==> src/rtl/pipe_pkg.sv <==
// Shared types for the pipe_reg pipeline stage: occupancy state and count.
package pipe_pkg;

  // Occupancy of the stage; the encoding doubles as the entry count.
  typedef enum logic [1:0] {
    EMPTY = 2'd0,
    ONE   = 2'd1,
    TWO   = 2'd2
  } state_t;

  // Number of entries held (0..2).
  typedef logic [1:0] count_t;

  // Entry count presented on the count port for a given occupancy state.
  function automatic count_t state_count(input state_t s);
    return count_t'(s);
  endfunction

endpackage

==> src/rtl/pipe_entry.sv <==
// Single payload register with load enable; resets to RESET_VAL.
module pipe_entry
  import pipe_pkg::*;
#(
  parameter int               WIDTH     = 32,
  parameter logic [WIDTH-1:0] RESET_VAL = '0
) (
  input  logic             clk,
  input  logic             rst,
  input  logic             load,
  input  logic [WIDTH-1:0] d,
  output logic [WIDTH-1:0] q
);

  // Payload storage: capture d when load is asserted.
  always_ff @(posedge clk or negedge rst) begin
    // NOTE: the entry is reset because its value is architecturally visible on out_data after reset.
    if (!rst) begin
      q <= RESET_VAL;
    end else if (load) begin
      // NOTE: non-blocking so every flop samples pre-edge values, independent of block order.
      q <= d;
    end
  end

endmodule

==> src/rtl/pipe_reg.sv <==
// Valid/ready pipeline register stage.
// Build option PIPE_REG_SKID_EN: adds a skid entry (state TWO) so in_ready is
// registered and has no combinational dependence on out_ready. Without it the
// stage holds one entry and in_ready = (count == 0) || out_ready.
module pipe_reg
  import pipe_pkg::*;
#(
  parameter int               WIDTH     = 32,
  parameter logic [WIDTH-1:0] RESET_VAL = '0
) (
  input  logic             clk,
  input  logic             rst,
  input  logic             flush,
  input  logic             in_valid,
  output logic             in_ready,
  input  logic [WIDTH-1:0] in_data,
  output logic             out_valid,
  input  logic             out_ready,
  output logic [WIDTH-1:0] out_data,
  output count_t           count
);

  state_t           state_q;
  state_t           state_d;
  logic             push;
  logic             pop;
  logic             main_load;
  logic [WIDTH-1:0] main_d;
  logic [WIDTH-1:0] main_q;

  assign push = in_valid && in_ready;
  assign pop  = (state_q != EMPTY) && out_ready;

  // Occupancy state register.
  always_ff @(posedge clk or negedge rst) begin
    if (!rst) begin
      state_q <= EMPTY;
    end else begin
      state_q <= state_d;
    end
  end

`ifdef PIPE_REG_SKID_EN

  logic             skid_load;
  logic [WIDTH-1:0] skid_d;
  logic [WIDTH-1:0] skid_q;
  logic             in_ready_q;

  // Next-state and entry load decode; flush overrides every handshake.
  always_comb begin
    // NOTE: every output of this block gets a default first so no path can infer a latch.
    state_d   = state_q;
    main_load = 1'b0;
    main_d    = in_data;
    skid_load = 1'b0;
    skid_d    = in_data;
    if (flush) begin
      state_d   = EMPTY;
      main_load = 1'b1;
      main_d    = RESET_VAL;
      skid_load = 1'b1;
      skid_d    = RESET_VAL;
    end else begin
      case (state_q)
        EMPTY: begin
          if (push) begin
            state_d   = ONE;
            main_load = 1'b1;
          end
        end
        ONE: begin
          if (push && pop) begin
            main_load = 1'b1;
          end else if (push) begin
            state_d   = TWO;
            skid_load = 1'b1;
          end else if (pop) begin
            state_d = EMPTY;
          end
        end
        TWO: begin
          // in_ready is low here, so only a pop can happen; skid moves to main.
          if (pop) begin
            state_d   = ONE;
            main_load = 1'b1;
            main_d    = skid_q;
          end
        end
        default: state_d = EMPTY;
      endcase
    end
  end

  // Registered in_ready: high whenever the next state still has room.
  always_ff @(posedge clk or negedge rst) begin
    if (!rst) begin
      in_ready_q <= 1'b1;
    end else begin
      in_ready_q <= (state_d != TWO);
    end
  end

  assign in_ready = in_ready_q;

  pipe_entry #(
    .WIDTH     (WIDTH),
    .RESET_VAL (RESET_VAL)
  ) u_skid (
    .clk  (clk),
    .rst  (rst),
    .load (skid_load),
    .d    (skid_d),
    .q    (skid_q)
  );

`else

  // Next-state and main load decode for the single-entry build.
  always_comb begin
    state_d   = state_q;
    main_load = 1'b0;
    main_d    = in_data;
    if (flush) begin
      state_d   = EMPTY;
      main_load = 1'b1;
      main_d    = RESET_VAL;
    end else begin
      case (state_q)
        EMPTY: begin
          if (push) begin
            state_d   = ONE;
            main_load = 1'b1;
          end
        end
        ONE: begin
          // A push in ONE implies out_ready, hence a same-cycle pop: main reloads.
          if (push) begin
            main_load = 1'b1;
          end else if (pop) begin
            state_d = EMPTY;
          end
        end
        default: state_d = EMPTY;
      endcase
    end
  end

  assign in_ready = (state_q == EMPTY) || out_ready;

`endif

  pipe_entry #(
    .WIDTH     (WIDTH),
    .RESET_VAL (RESET_VAL)
  ) u_main (
    .clk  (clk),
    .rst  (rst),
    .load (main_load),
    .d    (main_d),
    .q    (main_q)
  );

  assign out_valid = (state_q != EMPTY);
  assign out_data  = main_q;
  assign count     = state_count(state_q);

endmodule

==> config.mk <==
export PLATFORM = sky130hd
export DESIGN_NAME = pipe_reg
export DESIGN_NICKNAME = d
export VERILOG_FILES = /design/src/rtl/pipe_pkg.sv /design/src/rtl/pipe_entry.sv /design/src/rtl/pipe_reg.sv
export SDC_FILE = /design/constraint.sdc
export NUM_CORES = 1
export LEC_CHECK = 0
export CORE_ASPECT_RATIO = 0.9
export CORE_MARGIN = 2
export CORE_UTILIZATION = 41
export DETAILED_ROUTE_END_ITERATION = 16
export PLACE_DENSITY = 0.81
export SKIP_LAST_GASP = 1
export SYNTH_ARGS = -nofsm -noshare
export SYNTH_HDL_FRONTEND = slang
export SYNTH_SLANG_ARGS = --single-unit
==> constraint.sdc <==
create_clock -name clk -period 1.4 [get_ports clk]
set_input_delay 0.14 -clock clk [delete_from_list [all_inputs] [get_ports clk]]
set_output_delay 0.14 -clock clk [all_outputs]
set_load 0.1 [all_outputs]
=== Word-level counts from Yosys, hierarchy flattened ===
Cells that the tools add are included.

* Memories: 0
* Word-level logic and storage cells: 22
* Latch bits: 0
* Register bits: 34
* Memory bits (read-only): 0
* Output and inout bits: 36
* Bits in writable memories: 0

* Divide/modulo/power cells: 0
* Multiplexer cells: 9
* Add/subtract/negate cells: 0
* Multiply operators: 0
* Bitwise operators: 0
* Equal/unequal tests: 4
* Shifts and indexed selects: 0
* $lt $le $gt $ge: 0
* Reductions and logical operators: 7

{| class="wikitable"
|+ Operators with widths
! kind !! number
|-
| 32-bit 2-to-1 mux || 1
|-
| 3-bit inequality test (second input constant) || 3
|-
| 2-bit 2-to-1 mux || 4
|-
| 2-bit case mux with 2 select lines || 1
|-
| 1-bit 2-to-1 mux || 3
|-
| 3-bit AND reduction || 1
|-
| 2-bit by 1-bit equality test with 1-bit output (second input constant) || 1
|-
| 1-bit logical AND || 2
|-
| 2-bit zero test || 1
|-
| 2-bit nonzero test || 1
|-
| 2-bit OR reduction || 1
|-
| 1-bit logical OR || 1
|}

=== Logic depth before layout (Yosys ltp) ===
Gate-level depths: netlist (run 1).

* Depth in word-level cells: 6
* Depth in mapped cells: 5
* Mapped depth without buffers: 3

=== Modules after synthesis ===
From an unflattened synthesis (run 1), not the netlist that was laid out.

* Cell total of the unflattened synthesis: 111
* Area total of the unflattened synthesis: 1629.1 µm²

{| class="wikitable"
|+ Modules (own cells, without submodules)
! module !! instances !! cells an instance !! area an instance (µm²)
|-
| pipe_entry || 1 || 68 || 1345.0
|-
| pipe_reg || 1 || 43 || 284.0
|}

=== Worst setup path before layout (run 1) ===
No wires, ideal clock.

* Kind: flip-flop to flip-flop
* Start: register state_q[0], in the netlist count[0]
* End: register u_main.q[14]
* Slack: -0.559 ns
* Setup time: 0.076 ns
* Cell stages (with the launch flop): 6
* Required time: 1.324 ns
* Data arrival time: 1.882 ns
* Period minus slack after synthesis: 1.959 ns
* Cells stage by stage: dfrtp_1 nand2b_4 buf_6 buf_2 nand3_1 a21oi_2

* Cells in the longest elaborated chain, start to end: 6
* Elaborated cells on any way between the ends: 8
* Classes of those cells: 1 x eq/ne; 3 x mux; 4 x reduce/logical

{| class="wikitable"
|+ Ends and longest elaborated chain
! element !! line !! source
|-
| from (decl) || pipe_reg.sv:23 || <nowiki>state_t state_q;</nowiki>
|-
| from (signal assigned) || pipe_reg.sv:39 || <nowiki>state_q <= state_d;</nowiki>
|-
| 2-bit zero test || pipe_reg.sv:149 || <nowiki>assign in_ready = (state_q == EMPTY) || out_ready;</nowiki>
|-
| 1-bit logical OR || pipe_reg.sv:149 ||
|-
| named net in_ready || pipe_reg.sv:15 || <nowiki>output logic in_ready,</nowiki>
|-
| 1-bit logical AND || pipe_reg.sv:31 || <nowiki>assign push = in_valid && in_ready;</nowiki>
|-
| 1-bit 2-to-1 mux || pipe_reg.sv:131, pipe_reg.sv:138 ||
|-
| 1-bit 2-to-1 mux || - ||
|-
| 1-bit 2-to-1 mux || pipe_reg.sv:124 || <nowiki>if (flush) begin</nowiki>
|-
| to (signal assigned) || pipe_entry.sv:19 || <nowiki>q <= RESET_VAL;</nowiki>
|-
| to (signal assigned) || pipe_entry.sv:22 || <nowiki>q <= d;</nowiki>
|-
| to (decl) || pipe_entry.sv:12 || <nowiki>output logic [WIDTH-1:0] q</nowiki>
|}

The timed path passes the listed nets, and every way through them passes these cells.
A chain may end at the register's enable or synchronous reset.

=== Worst setup path in the final report (run 1) ===
* Start: register state_q[0], in the netlist count[0]
* End: output in_ready

* Cells in the longest elaborated chain, start to end: 2

{| class="wikitable"
|+ Ends and longest elaborated chain
! element !! line
|-
| 2-bit zero test || pipe_reg.sv:149
|-
| 1-bit logical OR || pipe_reg.sv:149
|-
| to (decl) || pipe_reg.sv:15
|}

Every way passes these cells.

==> results of run 1 <==
==> layer usage <==
metal	vias up	routed length [um]	GRT usage, %
li1	682	-	-
met1	657	1750	24.7
met2	48	1810	27.0
met3	0	310	6.47
met4	0	0	5.53
met5	-	0	0
==> area by class of cell <==
type	instances	share of cell area, %
flip-flops and latches	33	28.3
repair buffers	84	42.8
clock buffers	7	3.28
clock inverters	1	0.171
multi-input cells	99	23.4
well taps	46	1.96
inverters	1	0.128
==> critical path: stages (launching register included) <==
cell      delay (ns)
dfrtp_4         0.52
nand2b_4        0.12
buf_12          0.13
buf_12          0.17
==> cell usage in the layout (no fill, tap or decap) <==
| master | Yosys | layout |
|---|---|---|
| buf_12 | 0 | 41 |
| clkdlybuf4s50_1 | 0 | 35 |
| nand3_1 | 32 | 32 |
| dfrtp_1 | 33 | 32 |
| a21oi_1 | 27 | 27 |
| a21bo_2 | 26 | 26 |
| clkbuf_8 | 0 | 7 |
| a21bo_1 | 6 | 6 |
| a21oi_2 | 6 | 6 |
| buf_4 | 2 | 5 |
| nand2b_4 | 1 | 1 |
| inv_1 | 1 | 1 |
| conb_1 | 1 | 1 |
| clkinv_2 | 0 | 1 |
| bufbuf_16 | 0 | 1 |
| dfrtp_4 | 0 | 1 |
| buf_2 | 11 | 1 |
| buf_6 | 2 | 1 |
==> timing repair <==
item | 4_1_cts | 5_1_grt
hold buffers | 0 | 0
setup buffers | 2 | 3
setup endpoints to repair | 1 | 6
resized for setup | 0 | 1
cloned | 1 | 0
==> power by group through the flow <==
stage	Clock, W	Combinational, W	Sequential (W)
after floorplan	0	0.000221	0.00144
after global placement	0	0.00101	0.00108
after detailed placement	0	0.00102	0.00108
after CTS	0.000801	0.00103	0.00107
after global routing	0.000845	0.00108	0.00107
final	0.000781	0.00103	0.00107
==> worst min-delay path by stage <==
stage,to,slack (ns)
2_1_floorplan,u_main.q[0]$_DFFE_PN0P_,-0.16
3_3_place_gp,u_main.q[11]$_DFFE_PN0P_,0.53
3_5_place_dp,u_main.q[16]$_DFFE_PN0P_,0.53
4_1_cts,u_main.q[16]$_DFFE_PN0P_,0.22
5_1_grt,u_main.q[16]$_DFFE_PN0P_,0.24
6_report,u_main.q[11]$_DFFE_PN0P_,0.21
==> flip-flops by register name, indices dropped and copies added (netlist names) <==
register	cells
count	1
u_main.q	32
==> per-stage QoR <==
stage	util, %	power [W]	worst slack (ns)
6_report	78.1	0.00288	0.0481
5_1_grt	78.1	0.00299	0.0122
4_1_cts	77.4	0.00290	0.0328
3_5_place_dp	73.5	0.00210	0.0562
3_3_place_gp	73.5	0.00209	0.0987
2_1_floorplan	-	0.00166	0.0139
==> cells by family after synthesis <==
kind of cell | after synthesis | share of synthesized area (%)
simple gates | 33 | 10.7
flops | 33 | 50.7
other cells | 1 | 0.230
buf+inv | 21 | 7.15
compound gates | 65 | 31.2
==> results_tabular.tex, run 1 <==
\begin{tabular}{lr}
\hline
Metric & Value \\
\hline
\multicolumn{2}{l}{\textbf{Yosys}} \\
\quad Yosys warnings & 0 \\
\quad Sequential-to-total area share from yosys stat & 50.7\% \\
\quad Number of enable-type register cells in the synthesized netlist & 0 \\
\quad Number of standard cells after synthesis & 153 \\
\quad Async set or reset register ratio after synthesis & 100\% \\
\quad Most numerous cell types in the synthesized netlist & dfrtp\_1, nand3\_1, a21oi\_1 \\
\quad Dominant cell type by area after synthesis & dfrtp\_1 \\
\quad Area share of the largest cell type after synthesis & 50.7\% \\
\quad Most common cell in the netlist & dfrtp\_1 \\
\quad Cell area after synthesis & 1630 um2 \\
\quad Synth Area per Inst & 10.6 um2 \\
\quad Number of distinct library cells after synthesis & 14 \\
\quad Most used flip-flop cell after synthesis & dfrtp\_1 \\
\quad Nets in the synthesized netlist & 190 \\
\quad Synthesized flop and latch total & 33 \\
\quad Leading post-synthesis cells by cell area & dfrtp\_1, a21bo\_2, nand3\_1 \\
\multicolumn{2}{l}{\textbf{Global route}} \\
\quad Global-route wire length before repair & 6350 um \\
\quad Pin count of the biggest net entering global routing & 66 \\
\quad Global-route congestion overflow total & 0 \\
\quad Overall routing resource usage & 18.1\% \\
\quad Initial antenna violation count & 0 \\
\quad Number of global-route vias before repair & 1346 \\
\multicolumn{2}{l}{\textbf{Setup path}} \\
\quad R2R Path Start & count[0]\$\_DFFE\_PN0P\_ \\
\quad Setup crit end & in\_ready \\
\quad Kind of start point of the critical path & register \\
\quad Endpoint of the worst-slack reg-to-reg timing path & u\_main.q[19]\$\_DFFE\_PN0P\_ \\
\quad Crit path required time & 1.26 ns \\
\quad Maximum fanout count along the critical path & 8 \\
\quad Start point of the critical path & count[0]\$\_DFFE\_PN0P\_ \\
\quad Critical path type & register to primary output \\
\quad Setup slack of the most critical reg-to-reg path & 0.07 ns \\
\quad WP data arrival & 1.21 ns \\
\quad Cell count of the worst reg-to-reg path & 5 \\
\quad Worst setup EP type & primary output \\
\multicolumn{2}{l}{\textbf{Job}} \\
\quad Maximum Capacitance Violations & 0 \\
\multicolumn{2}{l}{\textbf{STA}} \\
\quad Setup Skew & 0.00313 ns \\
\quad Final setup violation count & 0 \\
\quad Final-report hold violation count & 0 \\
\quad Total negative setup slack & 0 ns \\
\quad Unrepaired setup endpoints after global routing & false \\
\quad Maximum clock frequency & 740 MHz \\
\quad Final Critical Period & 1.35 ns \\
\quad Portion of the clock cycle consumed by the worst path in the final layout & 96.6\% \\
\quad Final max-slew violation count & 0 \\
\quad Worst Hold Slack & 0.214 ns \\
\multicolumn{2}{l}{\textbf{Clock network}} \\
\quad Insertion delay to the later sink of the worst-skew pair & 0.28 ns \\
\quad H-tree levels & 2 \\
\quad Clock-pin slew on the worst setup and hold paths & 0.07 ns \\
\quad TritonCTS buffer count & 5 \\
\quad Clock buffer depth & 2 \\
\quad Clock Sinks & 33 \\
\quad Library cell used as clock root buffer & clkbuf\_8 \\
\quad Clock tree from TritonCTS & yes \\
\multicolumn{2}{l}{\textbf{Power and ir drop}} \\
\quad Sw power & 0.000999 W \\
\quad Combinational power share & 35.9\% \\
\quad Internal & 0.00188 W \\
\quad Power density cells & 981 nW/um2 \\
\quad Share of total power consumed by net switching & 34.7\% \\
\quad Clock Power Share & 27.1\% \\
\quad Register share of total power & 37.0\% \\
\quad Static leakage & 1.27 nW \\
\quad Highest ir drop seen on vdd & 711 uV \\
\multicolumn{2}{l}{\textbf{Placement}} \\
\quad Cell Area, Placed & 2760 um2 \\
\quad Last weighted congestion value of the routability-driven placer & 0.732 \\
\quad Dpl hpwl & 2480 um \\
\quad Placed Cells & 257 \\
\quad Number of buffers inserted by port buffering & 71 \\
\multicolumn{2}{l}{\textbf{Final layout}} \\
\quad Diodes inserted & 0 \\
\quad Net total in the final layout & 261 \\
\quad Multi-input combinational cell area & 686 um2 \\
\quad Layout cell share with drive strength beyond 1 & 40.4\% \\
\quad FF/Latch Area & 830 um2 \\
\quad Post-layout instance count excluding filler cells & 271 \\
\quad Final Instance Area & 2940 um2 \\
\quad Fill count & 248 \\
\quad Area overhead of the layout relative to synthesis & 80.3\% \\
\multicolumn{2}{l}{\textbf{Outcome}} \\
\quad Status & finished clean \\
\multicolumn{2}{l}{\textbf{Drt}} \\
\quad Via-to-Cell Ratio & 5.12 \\
\quad Drt drc & 0 \\
\quad Routed length per instance & 14.3 um \\
\quad Pre-Repair DR Iteration Count & 4 \\
\quad Vias after detailed routing & 1387 \\
\quad Violation count after the first detailed-routing iteration & 135 \\
\quad Total Routed Length & 3880 um \\
\quad Number of nets still failing antenna checks after routing & 0 \\
\multicolumn{2}{l}{\textbf{Floorplan}} \\
\quad Chip height & 63.8 um \\
\quad Total Die Area & 4490 um2 \\
\quad Die Span X & 70.4 um \\
\quad Effective utilization at floorplan & 43.3\% \\
\quad I/O pin count & 73 \\
\quad Area of the placeable core & 3760 um2 \\
\quad FP Rows & 21 \\
\multicolumn{2}{l}{\textbf{Hold path}} \\
\quad Worst min-delay path category & input port to asynchronous set/reset pin \\
\hline
\end{tabular}
No activity file was read; power rests on OpenSTA's default activity.
==> run 2, diff against run 1 <==
- CAP_MARGIN: not set -> 20
==> results of run 2 <==
Final layout, timing and power as in run 1 (identical DEF).
==> run 3, diff against run 2 <==
- CORE_MARGIN: 2 -> not set
- PLACE_DENSITY: 0.81 -> 0.84
==> run 3 against run 2 <==
Die area is 5.9% lower. Worst setup slack worse by 0.012 ns. Largest cell class unchanged. Utilization decreased by 1.9 points. Critical endpoint unchanged. Highest routed layer is now met4. Maximum frequency fell by 0.88%.
==> results_tabular.tex, run 3 (synthesized netlist as in run 1, its figures left out) <==
\begin{tabular}{lr}
\hline
Metric & Value \\
\hline
\multicolumn{2}{l}{\textbf{Setup path}} \\
\quad Endpoint of the worst-slack reg-to-reg timing path & u\_main.q[20]\$\_DFFE\_PN0P\_ \\
\quad Setup slack of the most critical reg-to-reg path & 0.05 ns (-0.02 ns) \\
\quad Worst setup EP type & primary output \\
\quad Critical path, cell by cell & nand2b\_4 > buf\_12 > buf\_12 \\
\quad Critical path type & register to primary output \\
\quad R2R Path Start & count[0]\$\_DFFE\_PN0P\_ \\
\quad Crit path required time & 1.26 ns (about the same) \\
\quad Worst path most repeated cell & buf\_12 \\
\quad Maximum cell stage delay along the critical path & 0.52 ns (about the same) \\
\quad Top delay family on crit path & flip-flops \\
\quad Maximum fanout count along the critical path & 11 (+3) \\
\quad Start point of the critical path & count[0]\$\_DFFE\_PN0P\_ \\
\quad Cell type of the slowest stage on the worst timing path & dfrtp\_4 \\
\quad Cell count of the worst reg-to-reg path & 5 (unchanged) \\
\quad Kind of start point of the critical path & register \\
\quad Setup crit end & in\_ready \\
\quad WP data arrival & 1.22 ns (about the same) \\
\quad Total number of cells along the worst setup path & 3 (unchanged) \\
\quad Worst Path Buf+Inv & 2 (unchanged) \\
\multicolumn{2}{l}{\textbf{STA}} \\
\quad Final max-slew violation count & 0 (unchanged) \\
\quad Slew headroom & 48.9\% \\
\quad Maximum clock frequency & 733 MHz (-0.88\%) \\
\quad Portion of the clock cycle consumed by the worst path in the final layout & 97.4\% (+0.86 points) \\
\quad Total negative setup slack & 0 ns (unchanged) \\
\quad Setup Skew & 0.00164 ns (-0.00149 ns) \\
\quad Unrepaired setup endpoints after global routing & false \\
\quad Final-report hold violation count & 0 (unchanged) \\
\quad Slack of the critical path & 0.0361 ns (-0.0120 ns) \\
\quad Worst-Margin Slew & 0.766 ns \\
\quad Final Critical Period & 1.36 ns (+0.0120 ns) \\
\quad Final setup violation count & 0 (unchanged) \\
\multicolumn{2}{l}{\textbf{Power and ir drop}} \\
\quad Power density cells & 969 nW/um2 (-1.2\%) \\
\quad Combinational power share & 36.8\% (+0.9 points) \\
\quad Register share of total power & 38.5\% (+1.5 points) \\
\quad Highest ir drop seen on vdd & 609 uV (-14\%) \\
\quad Static leakage & 1.23 nW (-3.1\%) \\
\quad Sw power & 0.000999 W (about the same) \\
\quad Internal & 0.00178 W (-5.5\%) \\
\quad Clock Power Share & 24.8\% (-2.3 points) \\
\quad Share of total power consumed by net switching & 36.0\% (+1.3 points) \\
\multicolumn{2}{l}{\textbf{Placement}} \\
\quad Setup slack at placement & 0.0482 ns (-0.00804 ns) \\
\quad Cell Area, Placed & 2730 um2 (-1.2\%) \\
\quad Last weighted congestion value of the routability-driven placer & 0.680 (-7.0\%) \\
\quad Dpl hpwl & 2700 um (+8.8\%) \\
\quad Number of buffers inserted by port buffering & 71 (unchanged) \\
\quad Placed Cells & 255 (-0.78\%) \\
\multicolumn{2}{l}{\textbf{Drt}} \\
\quad Number of nets still failing antenna checks after routing & 0 (unchanged) \\
\quad Pre-Repair DR Iteration Count & 2 (-2) \\
\quad Top layer used by detailed routing & met4 \\
\quad WL met2 & 1940 um (+7.1\%) \\
\quad Drt drc & 0 (unchanged) \\
\quad Violation count after the first detailed-routing iteration & 64 (-53\%) \\
\quad Routed length per instance & 15.5 um (+8.6\%) \\
\quad Total Routed Length & 4150 um (+7.0\%) \\
\quad Via-to-Cell Ratio & 5.16 (+0.84\%) \\
\quad Vias after detailed routing & 1378 (-0.65\%) \\
\quad Post-route met1 wirelength & 1840 um (+5.1\%) \\
\quad Met3 wirelength from detailed routing & 300 um (-3.2\%) \\
\multicolumn{2}{l}{\textbf{Final layout}} \\
\quad Area overhead of the layout relative to synthesis & 76.0\% \\
\quad Most used cells in the layout excluding fill and tap cells & buf\_12, clkdlybuf4s50\_1, nand3\_1, dfrtp\_1, a21oi\_1 \\
\quad Layout cell share with drive strength beyond 1 & 38.0\% (-2.4 points) \\
\quad Final standard cell utilization of the core & 76.3\% (-1.9 points) \\
\quad Net total in the final layout & 257 (-1.5\%) \\
\quad Top register by number of flip-flops & u\_main.q \\
\quad Diodes inserted & 0 (unchanged) \\
\quad Final Instance Area & 2870 um2 (-2.4\%) \\
\quad Post-layout instance count excluding filler cells & 267 (-1.5\%) \\
\quad Most common library cell in the layout ignoring fill and taps & buf\_12 \\
\quad Flip-flop count of the largest register after layout & 32 (unchanged) \\
\quad Fill count & 232 (-6.5\%) \\
\multicolumn{2}{l}{\textbf{Floorplan}} \\
\quad I/O pin count & 73 (unchanged) \\
\quad Effective utilization at floorplan & 43.3\% (unchanged) \\
\quad FP Rows & 21 (unchanged) \\
\quad Area of the placeable core & 3760 um2 (unchanged) \\
\quad Chip height & 61.8 um (-3.1\%) \\
\quad Die Span X & 68.4 um (-2.8\%) \\
\quad Total Die Area & 4230 um2 (-5.9\%) \\
\multicolumn{2}{l}{\textbf{Clock network}} \\
\quad Clock tree from TritonCTS & yes \\
\quad Library cell used as clock root buffer & clkbuf\_8 \\
\quad TritonCTS buffer count & 5 (unchanged) \\
\quad H-tree levels & 2 (unchanged) \\
\quad Clock Sinks & 33 (unchanged) \\
\quad Clock buffer depth & 2 (unchanged) \\
\quad Clock-pin slew on the worst setup and hold paths & 0.06 ns (about the same) \\
\quad Insertion delay to the later sink of the worst-skew pair & 0.28 ns (about the same) \\
\multicolumn{2}{l}{\textbf{Global route}} \\
\quad Global-route wire length before repair & 6440 um (+1.3\%) \\
\quad Overall routing resource usage & 21.7\% (+3.6 points) \\
\quad Pin count of the biggest net entering global routing & 66 (unchanged) \\
\quad Initial antenna violation count & 0 (unchanged) \\
\quad Global-route congestion overflow total & 0 (unchanged) \\
\quad Number of global-route vias before repair & 1319 (-2.0\%) \\
\multicolumn{2}{l}{\textbf{Outcome}} \\
\quad Status & finished clean \\
\multicolumn{2}{l}{\textbf{Hold path}} \\
\quad Worst min-delay path category & input port to register \\
\multicolumn{2}{l}{\textbf{Job}} \\
\quad Maximum Capacitance Violations & 0 (unchanged) \\
\hline
\end{tabular}
-- run 3: power by group through the flow --
stage               registers [W]  clock network (W)  logic [W]
detailed placement        0.00108                  0    0.00101
global route              0.00107           0.000752    0.00106
finish                    0.00107           0.000688    0.00102
CTS                       0.00107           0.000703    0.00103
floorplan                 0.00144                  0   0.000221
global placement          0.00108                  0   0.000996
-- run 3: cell type report --
cell class                 instances  area, um2  area share, %
multi-input combinational         99        686           23.9
tap                               46       57.6           2.01
sequential                        33        830           29.0
clock buffer                       8       80.1           2.79
inverter                           1       3.75          0.131
timing repair buffer              80       1210           42.2
-- run 3: routing by layer --
layer,track usage [%],vias up
met4,8.04,0
met5,0,-
met3,8.76,10
li1,-,672
met2,33.2,50
met1,27.8,646
-- run 3: metrics by stage --
step / total power, W / hold WS, ns
finish: 0.00278 / 0.355
global route: 0.00289 / 0.374
CTS: 0.00280 / 0.350
detailed placement: 0.00209 / 0.246
global placement: 0.00208 / 0.246
floorplan: 0.00166 / -0.156
-- run 3: worst min-delay path by stage --
stage,cells past startpoint,slack (ns),endpoint,from
2_1_floorplan,0,-0.16,u_main.q[0]$_DFFE_PN0P_,rst
3_3_place_gp,1,0.25,u_main.q[17]$_DFFE_PN0P_,rst
3_5_place_dp,1,0.25,u_main.q[17]$_DFFE_PN0P_,rst
4_1_cts,4,0.35,count[0]$_DFFE_PN0P_,in_valid
5_1_grt,4,0.37,u_main.q[20]$_DFFE_PN0P_,in_valid
6_report,4,0.36,u_main.q[20]$_DFFE_PN0P_,in_valid
-- run 3: timing repair --
action | 4_1_cts | 5_1_grt
buffers inserted | 2 | 0
endpoints found under the setup margin | 1 | 0
hold buffers | 1 | 0
resized for setup | 0 | 0
endpoints found under the hold margin | 33 | 0
-- run 3: worst reg2reg max path: cells and delay by family, from the launching register on --
family                 cells  cell delay, ns
and+or+nand+nor            1            0.08
buffers and inverters      2            0.40
DFF                        1            0.47
AOI/OAI and AO/OA          2            0.33
